$ cat config.mk
export PLATFORM = sky130hd
export DESIGN_NAME = fifo_wr_arbiter_flat
export DESIGN_NICKNAME = d
export VERILOG_FILES = /design/src/rtl/fifo_wr_arbiter_if.sv /design/src/rtl/fifo_wr_arbiter.sv /design/src/flat_wrapper.sv
export SDC_FILE = /design/constraint.sdc
export NUM_CORES = 1
export LEC_CHECK = 0
export BUFFER_PORTS_ARGS = -buffer_cell sky130_fd_sc_hd__buf_2
export CAP_MARGIN = 10
export CORE_UTILIZATION = 50
export CTS_CLUSTER_SIZE = 24
export DETAILED_ROUTE_END_ITERATION = 8
export GPL_ROUTABILITY_DRIVEN = 1
export HOLD_SLACK_MARGIN = 0.12
export PLACE_DENSITY_LB_ADDON = 0.1
export SYNTH_ARGS = -nofsm -noshare
export SYNTH_HDL_FRONTEND = slang
export SYNTH_SLANG_ARGS = --single-unit
$ cat constraint.sdc
create_clock -name clk -period 2.3 [get_ports clk]
set_clock_uncertainty 0.05 [all_clocks]
set_input_delay 0.46 -clock clk [delete_from_list [all_inputs] [get_ports clk]]
set_output_delay 0.46 -clock clk [all_outputs]
set_load 0.05 [all_outputs]
$ cat src/rtl/fifo_wr_arbiter_if.sv
// Handshake and FIFO-write bundle shared by the arbiter and its neighbours.
// master drives the requests and the full flag; slave is the arbiter.
interface fifo_wr_arbiter_if #(
  parameter int unsigned W = 8
) ();
  localparam int unsigned CNT_W = 16;

  logic           alu_valid;
  logic [2*W-1:0] alu_data;
  logic           alu_ready;
  logic           rf_valid;
  logic [W-1:0]   rf_data;
  logic           rf_ready;
  logic           full;
  logic           wr_flag;
  logic [W-1:0]   wr_data;
  logic           busy;
  logic [CNT_W-1:0] byte_cnt;

  modport master (
    output alu_valid, alu_data, rf_valid, rf_data, full,
    input  alu_ready, rf_ready, wr_flag, wr_data, busy, byte_cnt
  );

  modport slave (
    input  alu_valid, alu_data, rf_valid, rf_data, full,
    output alu_ready, rf_ready, wr_flag, wr_data, busy, byte_cnt
  );
endinterface

$ cat src/rtl/fifo_wr_arbiter.sv
// Round-robin arbiter sharing the TX FIFO write port between a two-byte ALU
// word and a one-byte register-file result; stalls on full, never splits a word.
module fifo_wr_arbiter #(
  parameter int unsigned W = 8
) (
  input  logic             clk,
  input  logic             rst,
  fifo_wr_arbiter_if.slave arb_if
);
  localparam int unsigned CNT_W  = 16;
  localparam int unsigned HOLD_W = 2 * W;

  typedef enum logic [1:0] {
    IDLE    = 2'd0,
    SEND_RF = 2'd1,
    SEND_LO = 2'd2,
    SEND_HI = 2'd3
  } state_e;

  state_e            state_q, state_d;
  logic [HOLD_W-1:0] hold_q, hold_d;
  logic              last_grant_q, last_grant_d;
  logic [CNT_W-1:0]  byte_cnt_q, byte_cnt_d;

  logic              alu_grant_c;
  logic              rf_grant_c;
  logic              wr_flag_c;
  logic [W-1:0]      wr_data_c;

  // Grants only in IDLE; on contention the side not granted last wins.
  always_comb begin
    alu_grant_c = 1'b0;
    rf_grant_c  = 1'b0;
    if (!rst && (state_q == IDLE)) begin
      alu_grant_c = arb_if.alu_valid && (!arb_if.rf_valid || last_grant_q);
      rf_grant_c  = arb_if.rf_valid  && (!arb_if.alu_valid || !last_grant_q);
    end
  end

  always_comb begin
    state_d      = state_q;
    hold_d       = hold_q;
    last_grant_d = last_grant_q;
    wr_flag_c    = 1'b0;
    wr_data_c    = hold_q[W-1:0];

    unique case (state_q)
      IDLE: begin
        if (alu_grant_c) begin
          hold_d       = arb_if.alu_data;
          last_grant_d = 1'b0;
          state_d      = SEND_LO;
        end else if (rf_grant_c) begin
          hold_d       = {{W{1'b0}}, arb_if.rf_data};
          last_grant_d = 1'b1;
          state_d      = SEND_RF;
        end
      end
      SEND_LO: begin
        if (!arb_if.full) begin
          wr_flag_c = 1'b1;
          state_d   = SEND_HI;
        end
      end
      SEND_HI: begin
        wr_data_c = hold_q[HOLD_W-1:W];
        if (!arb_if.full) begin
          wr_flag_c = 1'b1;
          state_d   = IDLE;
        end
      end
      SEND_RF: begin
        if (!arb_if.full) begin
          wr_flag_c = 1'b1;
          state_d   = IDLE;
        end
      end
      default: state_d = IDLE;
    endcase

    byte_cnt_d = byte_cnt_q + CNT_W'(wr_flag_c);
  end

  // last_grant resets to RF so the ALU wins the first contention.
  always_ff @(posedge clk) begin
    if (rst) begin
      state_q      <= IDLE;
      hold_q       <= '0;
      last_grant_q <= 1'b1;
      byte_cnt_q   <= '0;
    end else begin
      state_q      <= state_d;
      hold_q       <= hold_d;
      last_grant_q <= last_grant_d;
      byte_cnt_q   <= byte_cnt_d;
    end
  end

  assign arb_if.alu_ready = alu_grant_c;
  assign arb_if.rf_ready  = rf_grant_c;
  assign arb_if.wr_flag   = wr_flag_c;
  assign arb_if.wr_data   = wr_data_c;
  assign arb_if.busy      = (state_q != IDLE);
  assign arb_if.byte_cnt  = byte_cnt_q;
endmodule

$ cat src/flat_wrapper.sv
// flat-port wrapper written by rule: the top's interface ports become plain ports
module fifo_wr_arbiter_flat 
#(
  parameter int unsigned W = 8
)
  (clk, rst, arb_if_alu_valid, arb_if_alu_data, arb_if_rf_valid, arb_if_rf_data, arb_if_full, arb_if_alu_ready, arb_if_rf_ready, arb_if_wr_flag, arb_if_wr_data, arb_if_busy, arb_if_byte_cnt);
  fifo_wr_arbiter_if #(.W(W)) arb_if_i ();
  input  logic clk;
  input  logic rst;
  input wire logic [$bits(arb_if_i.alu_valid)-1:0] arb_if_alu_valid;
  input wire logic [$bits(arb_if_i.alu_data)-1:0] arb_if_alu_data;
  input wire logic [$bits(arb_if_i.rf_valid)-1:0] arb_if_rf_valid;
  input wire logic [$bits(arb_if_i.rf_data)-1:0] arb_if_rf_data;
  input wire logic [$bits(arb_if_i.full)-1:0] arb_if_full;
  output wire logic [$bits(arb_if_i.alu_ready)-1:0] arb_if_alu_ready;
  output wire logic [$bits(arb_if_i.rf_ready)-1:0] arb_if_rf_ready;
  output wire logic [$bits(arb_if_i.wr_flag)-1:0] arb_if_wr_flag;
  output wire logic [$bits(arb_if_i.wr_data)-1:0] arb_if_wr_data;
  output wire logic [$bits(arb_if_i.busy)-1:0] arb_if_busy;
  output wire logic [$bits(arb_if_i.byte_cnt)-1:0] arb_if_byte_cnt;
  assign arb_if_i.alu_valid = arb_if_alu_valid;
  assign arb_if_i.alu_data = arb_if_alu_data;
  assign arb_if_i.rf_valid = arb_if_rf_valid;
  assign arb_if_i.rf_data = arb_if_rf_data;
  assign arb_if_i.full = arb_if_full;
  assign arb_if_alu_ready = arb_if_i.alu_ready;
  assign arb_if_rf_ready = arb_if_i.rf_ready;
  assign arb_if_wr_flag = arb_if_i.wr_flag;
  assign arb_if_wr_data = arb_if_i.wr_data;
  assign arb_if_busy = arb_if_i.busy;
  assign arb_if_byte_cnt = arb_if_i.byte_cnt;
  fifo_wr_arbiter #(.W(W)) u_core (.clk(clk), .rst(rst), .arb_if(arb_if_i));
endmodule
Word-level counts from Yosys, hierarchy flattened --
Cells that the tools add are included.
Storage, ports and cells: register bits after elaboration 35, output and inout bits 28, word-level logic and storage cells 41
Operators by class: $add $sub $neg 1, eq/ne operators 6, multiplexer cells 14, reduce and logical (&&, ||, !) cells 16
Operators by type and width (number):
- 16-bit 2-to-1 mux | 2
- 16-bit by 1-bit adder with 16-bit output | 1
- 2-bit 2-to-1 mux | 4
- 8-bit 2-to-1 mux | 1
- 1-bit 2-to-1 mux | 6
- 2-bit case mux with 3 select lines | 1
- 2-bit == test, second input constant | 2
- 1-bit zero test | 4
- 2-bit != test, second input constant | 2
- 2-bit nonzero test | 2
- 1-bit logical AND | 3
- 3-bit != test, second input constant | 1
- 3-bit AND reduction | 1
- 3-bit OR reduction | 1
- 2-bit by 1-bit == test with 1-bit output, second input constant | 1
- 2-bit zero test | 1
- 1-bit logical OR | 2
- 2-bit AND reduction | 1
- 2-bit OR reduction | 1

Longest topological paths before layout --
word-level depth 7, depth in mapped cells 7, gate-level depth less buffers 7

Least setup slack after synthesis --
OpenSTA, ideal clock, no wires.
path kind flip-flop to flip-flop, start point register u_core.state_q[0], end point register u_core.byte_cnt_q[12] (netlist: u_core.arb_if.byte_cnt[12]), arrival 2522 ps, required time 2129 ps, slack -393 ps, stages on the path, launching flop included 8, period minus slack after synthesis 2693 ps, cell sequence dfxtp_1 nor2_1 nor2_1 ha_1 ha_1 nand2_1 nor4_1 mux2_2
On the way: word-level cells in the longest chain between the ends 4
Ends and longest elaborated chain:
- from (decl) | line fifo_wr_arbiter.sv:20 | state_e state_q, state_d;
- from (signal assigned) | line fifo_wr_arbiter.sv:92 | state_q <= state_d;
- 2-bit == test or 2-bit by 1-bit == test with 1-bit output (tied branches) | line fifo_wr_arbiter.sv:47 | unique case (state_q)
- 3-bit OR reduction (no line) (*)
- 1-bit 2-to-1 mux (*)
- via arb_if_wr_flag | line flat_wrapper.sv:17 | output wire logic [$bits(arb_if_i.wr_flag)-1:0] arb_if_wr_flag;
- 16-bit by 1-bit adder with 16-bit output (*) | line fifo_wr_arbiter.sv:81 | byte_cnt_d = byte_cnt_q + CNT_W'(wr_flag_c);
- to (signal assigned) | line fifo_wr_arbiter.sv:95 | byte_cnt_q <= byte_cnt_d;
- to (decl) | line fifo_wr_arbiter.sv:23 | logic [CNT_W-1:0] byte_cnt_q, byte_cnt_d;
The timed path passes the listed nets; every way through them passes the cells marked *. A chain may end at the register's enable or synchronous reset.

Worst setup path after layout --
start point register u_core.state_q[0], end point output port arb_if_wr_data[2]
On the way: word-level cells in the longest chain between the ends 2
Ends and longest elaborated chain:
- 2-bit == test | line fifo_wr_arbiter.sv:47
- 8-bit 2-to-1 mux | line fifo_wr_arbiter.sv:47
- to (decl) | line flat_wrapper.sv:18 | output wire logic [$bits(arb_if_i.wr_data)-1:0] arb_if_wr_data;
Every way passes these cells.

==> results.yml <==
outcome:
  status: "completed"
cells_and_area:
  num-fill-cells: 325
  syn2layout_area_growth_pct: 22.1
  multi_input_area_sq_um: 962
  layout_commonest_cell: "buf_2"
  ff_latch_area_sq_um: 701
  final_area_sq_mm: 0.00212
  antennaDiodeCount: 0
  final_net_count: 284
  final_cell_mix: "buf_2 (56), dfxtp_1 (35), a21oi_1 (22)"
  drive_gt1_share_pct: 35.6
clock_tree:
  htree_levels: 2
  post_cts_buffers: 0
  cts.sinks: 35
  cts_resized: 0
  cts-root-buf: "clkbuf_4"
  cts_tree: "done"
  insertion_delay_ns: 0.34
  cts_max_path_buffers: 2
  clkTransAtPathRegs_ns: 0.10
  cts_hold_buf: 0
  cts_buffers: 5
place:
  hpwl_um: 2910
  globalplace.congestion: 0.796
  placed_cell_area_sq_mm: 0.00206
  port_buffers: 56
power_and_ir_drop:
  power_density_mw_per_mm2: 611
  vdd_drop_max_mv: 0.313
  p_leak_nw: 0.902
sta:
  setup_viol: 0
  tightest_slew_ns: 0.531
  slew_headroom_pct: 64.4
  setup_tns_ns: 0
  post-route-min-period_ns: 2.17
  finalMaxSlewViolations: 0
  rsz0062_at_grt: "false"
  hold_viol_final: 0
  timing.hold.ws_ns: 0.279
  period_share_pct: 94.1
  max_freq_ghz: 0.462
critical_path:
  arrival_ns: 1.66
  path_class: "register to output port"
  cp-end-kind: "output port"
  worstPathMaxFanout: 8
  worstPathRequired_ns: 1.79
  startpoint_type: "register"
global_routing:
  overflow: 0
  grt_start_max_net_pins: 39
  first_global_vias: 1421
  antenna_found_initial: 0
  grt_pass1_wl_um: 6290
  grt_use_total_pct: 23.5
logic_synthesis:
  ys_warn_count: 0
  synthCells: 195
  netlist_area_sq_mm: 0.00174
  yosysUniqueCellTypes: 35
  syn-num-nets: 227
  yosys_register_bits: 35
  synth_area_leaders: "dfxtp_1 (40%), mux2_2 (7.8%), a21oi_1 (6.3%)"
  async_flop_share_pct: 0
  yosysTopAreaCell: "dfxtp_1"
  synth_edf_count: 0
  syn_area_per_cell_sq_um: 8.90
  synthFlopType: "dfxtp_1"
  yosys.area.top_type_share_pct: 40.4
  ys_seq_area_share_pct: 40.4
drt:
  drc: 0
  wl_per_cell_um: 13.4
  antenna_left: 0
  vias: 1704
  dr.pass1.iters: 4
  wl_um: 4010
  drt-initial-drc-count: 92
  avgViaCountPerCell: 5.70
floorplan:
  die_w_um: 60.9
  core_sq_mm: 0.00334
  start_util_pct: 52.0
  die_area_sq_mm: 0.00371
  design.portCount: 57
  chipHeight_um: 60.9
  fp-row-count: 21
job:
  maxCapViolCount: 0
hold_path:
  hp-class: "input pin to register"
## per-stage QoR
step / util [%] / power, W / setup slack (ns) / cells
2_1_floorplan: - / 0.000895 / 0.0889 / 195
3_3_place_gp: 61.9 / 0.000977 / 0.237 / 291
3_5_place_dp: 61.9 / 0.000978 / 0.177 / 291
4_1_cts: 63.5 / 0.00131 / 0.0914 / 299
5_1_grt: 63.5 / 0.00136 / 0.0215 / 299
6_report: 63.5 / 0.00129 / 0.135 / 299
## cell usage after synthesis (2+ instances only)
library cell,instances
dfxtp_1,35
a21oi_1,22
o21ai_0,17
nand3_1,13
mux2_2,12
nor2_1,12
a311oi_1,8
nand2_1,8
nor2b_1,8
buf_2,7
nand4_1,7
inv_1,5
o31ai_1,4
or3_1,4
or4_1,4
clkbuf_1,3
ha_1,3
a22o_1,2
nand4_2,2
nor4_1,2
nor4_2,2
xor2_1,2
## report_power, final
| part | internal, W | switching, W | total [W] |
|---|---|---|---|
| Clock | 0.000118 | 0.000211 | 0.000329 |
| Sequential | 0.000638 | 0.0000213 | 0.000659 |
| Combinational | 0.000102 | 0.000203 | 0.000306 |
## registers in the layout, indices dropped and copies added, names as in the netlist
signal                  count
u_core.state_q              2
u_core.arb_if.byte_cnt     16
u_core.last_grant_q         1
u_core.hold_q              16
## worst max-delay path, cell delays in order (launching register included)
cell     delay, ns
dfxtp_1       0.44
nand2_1       0.29
mux2_2        0.37
buf_2         0.21
## layer usage
metal,share of wire (%),track usage (%),vias up
li1,-,-,845
met1,42,27.9,790
met2,50,40.0,61
met3,5.9,6.82,8
met4,1.6,9.09,0
met5,0,0,-
## layout make-up
class	instances	share of cell area (%)
sequential	35	33.1
clock buffer	6	1.95
clock inverter	2	0.591
timing repair buffer	62	15.4
inverter	5	0.886
multi-input combinational	143	45.4
tap	46	2.72
## logic make-up (layout without fill, tap and decap cells)
kind of cell	after synthesis	count (layout)	synth area share, %
simple gates	69	69	23.9
compound gates	56	56	19.6
xor+xnor	3	3	1.51
buf+inv	17	75	4.61
flops	35	35	40.4
fa+ha+maj	3	3	2.16
mux	12	12	7.79
## final timing paths
check                       from                    endpoint  slack (ns)  cells after the start
min reg2reg     u_core.hold_q[9]            u_core.hold_q[9]        0.44                      2
max            u_core.state_q[0]           arb_if_wr_data[2]        0.13                      3
max reg2reg    u_core.state_q[0]  u_core.arb_if.byte_cnt[14]        0.19                      7
min          arb_if_alu_data[14]           u_core.hold_q[14]        0.28                      2
No activity file was read; power rests on OpenSTA's default activity.
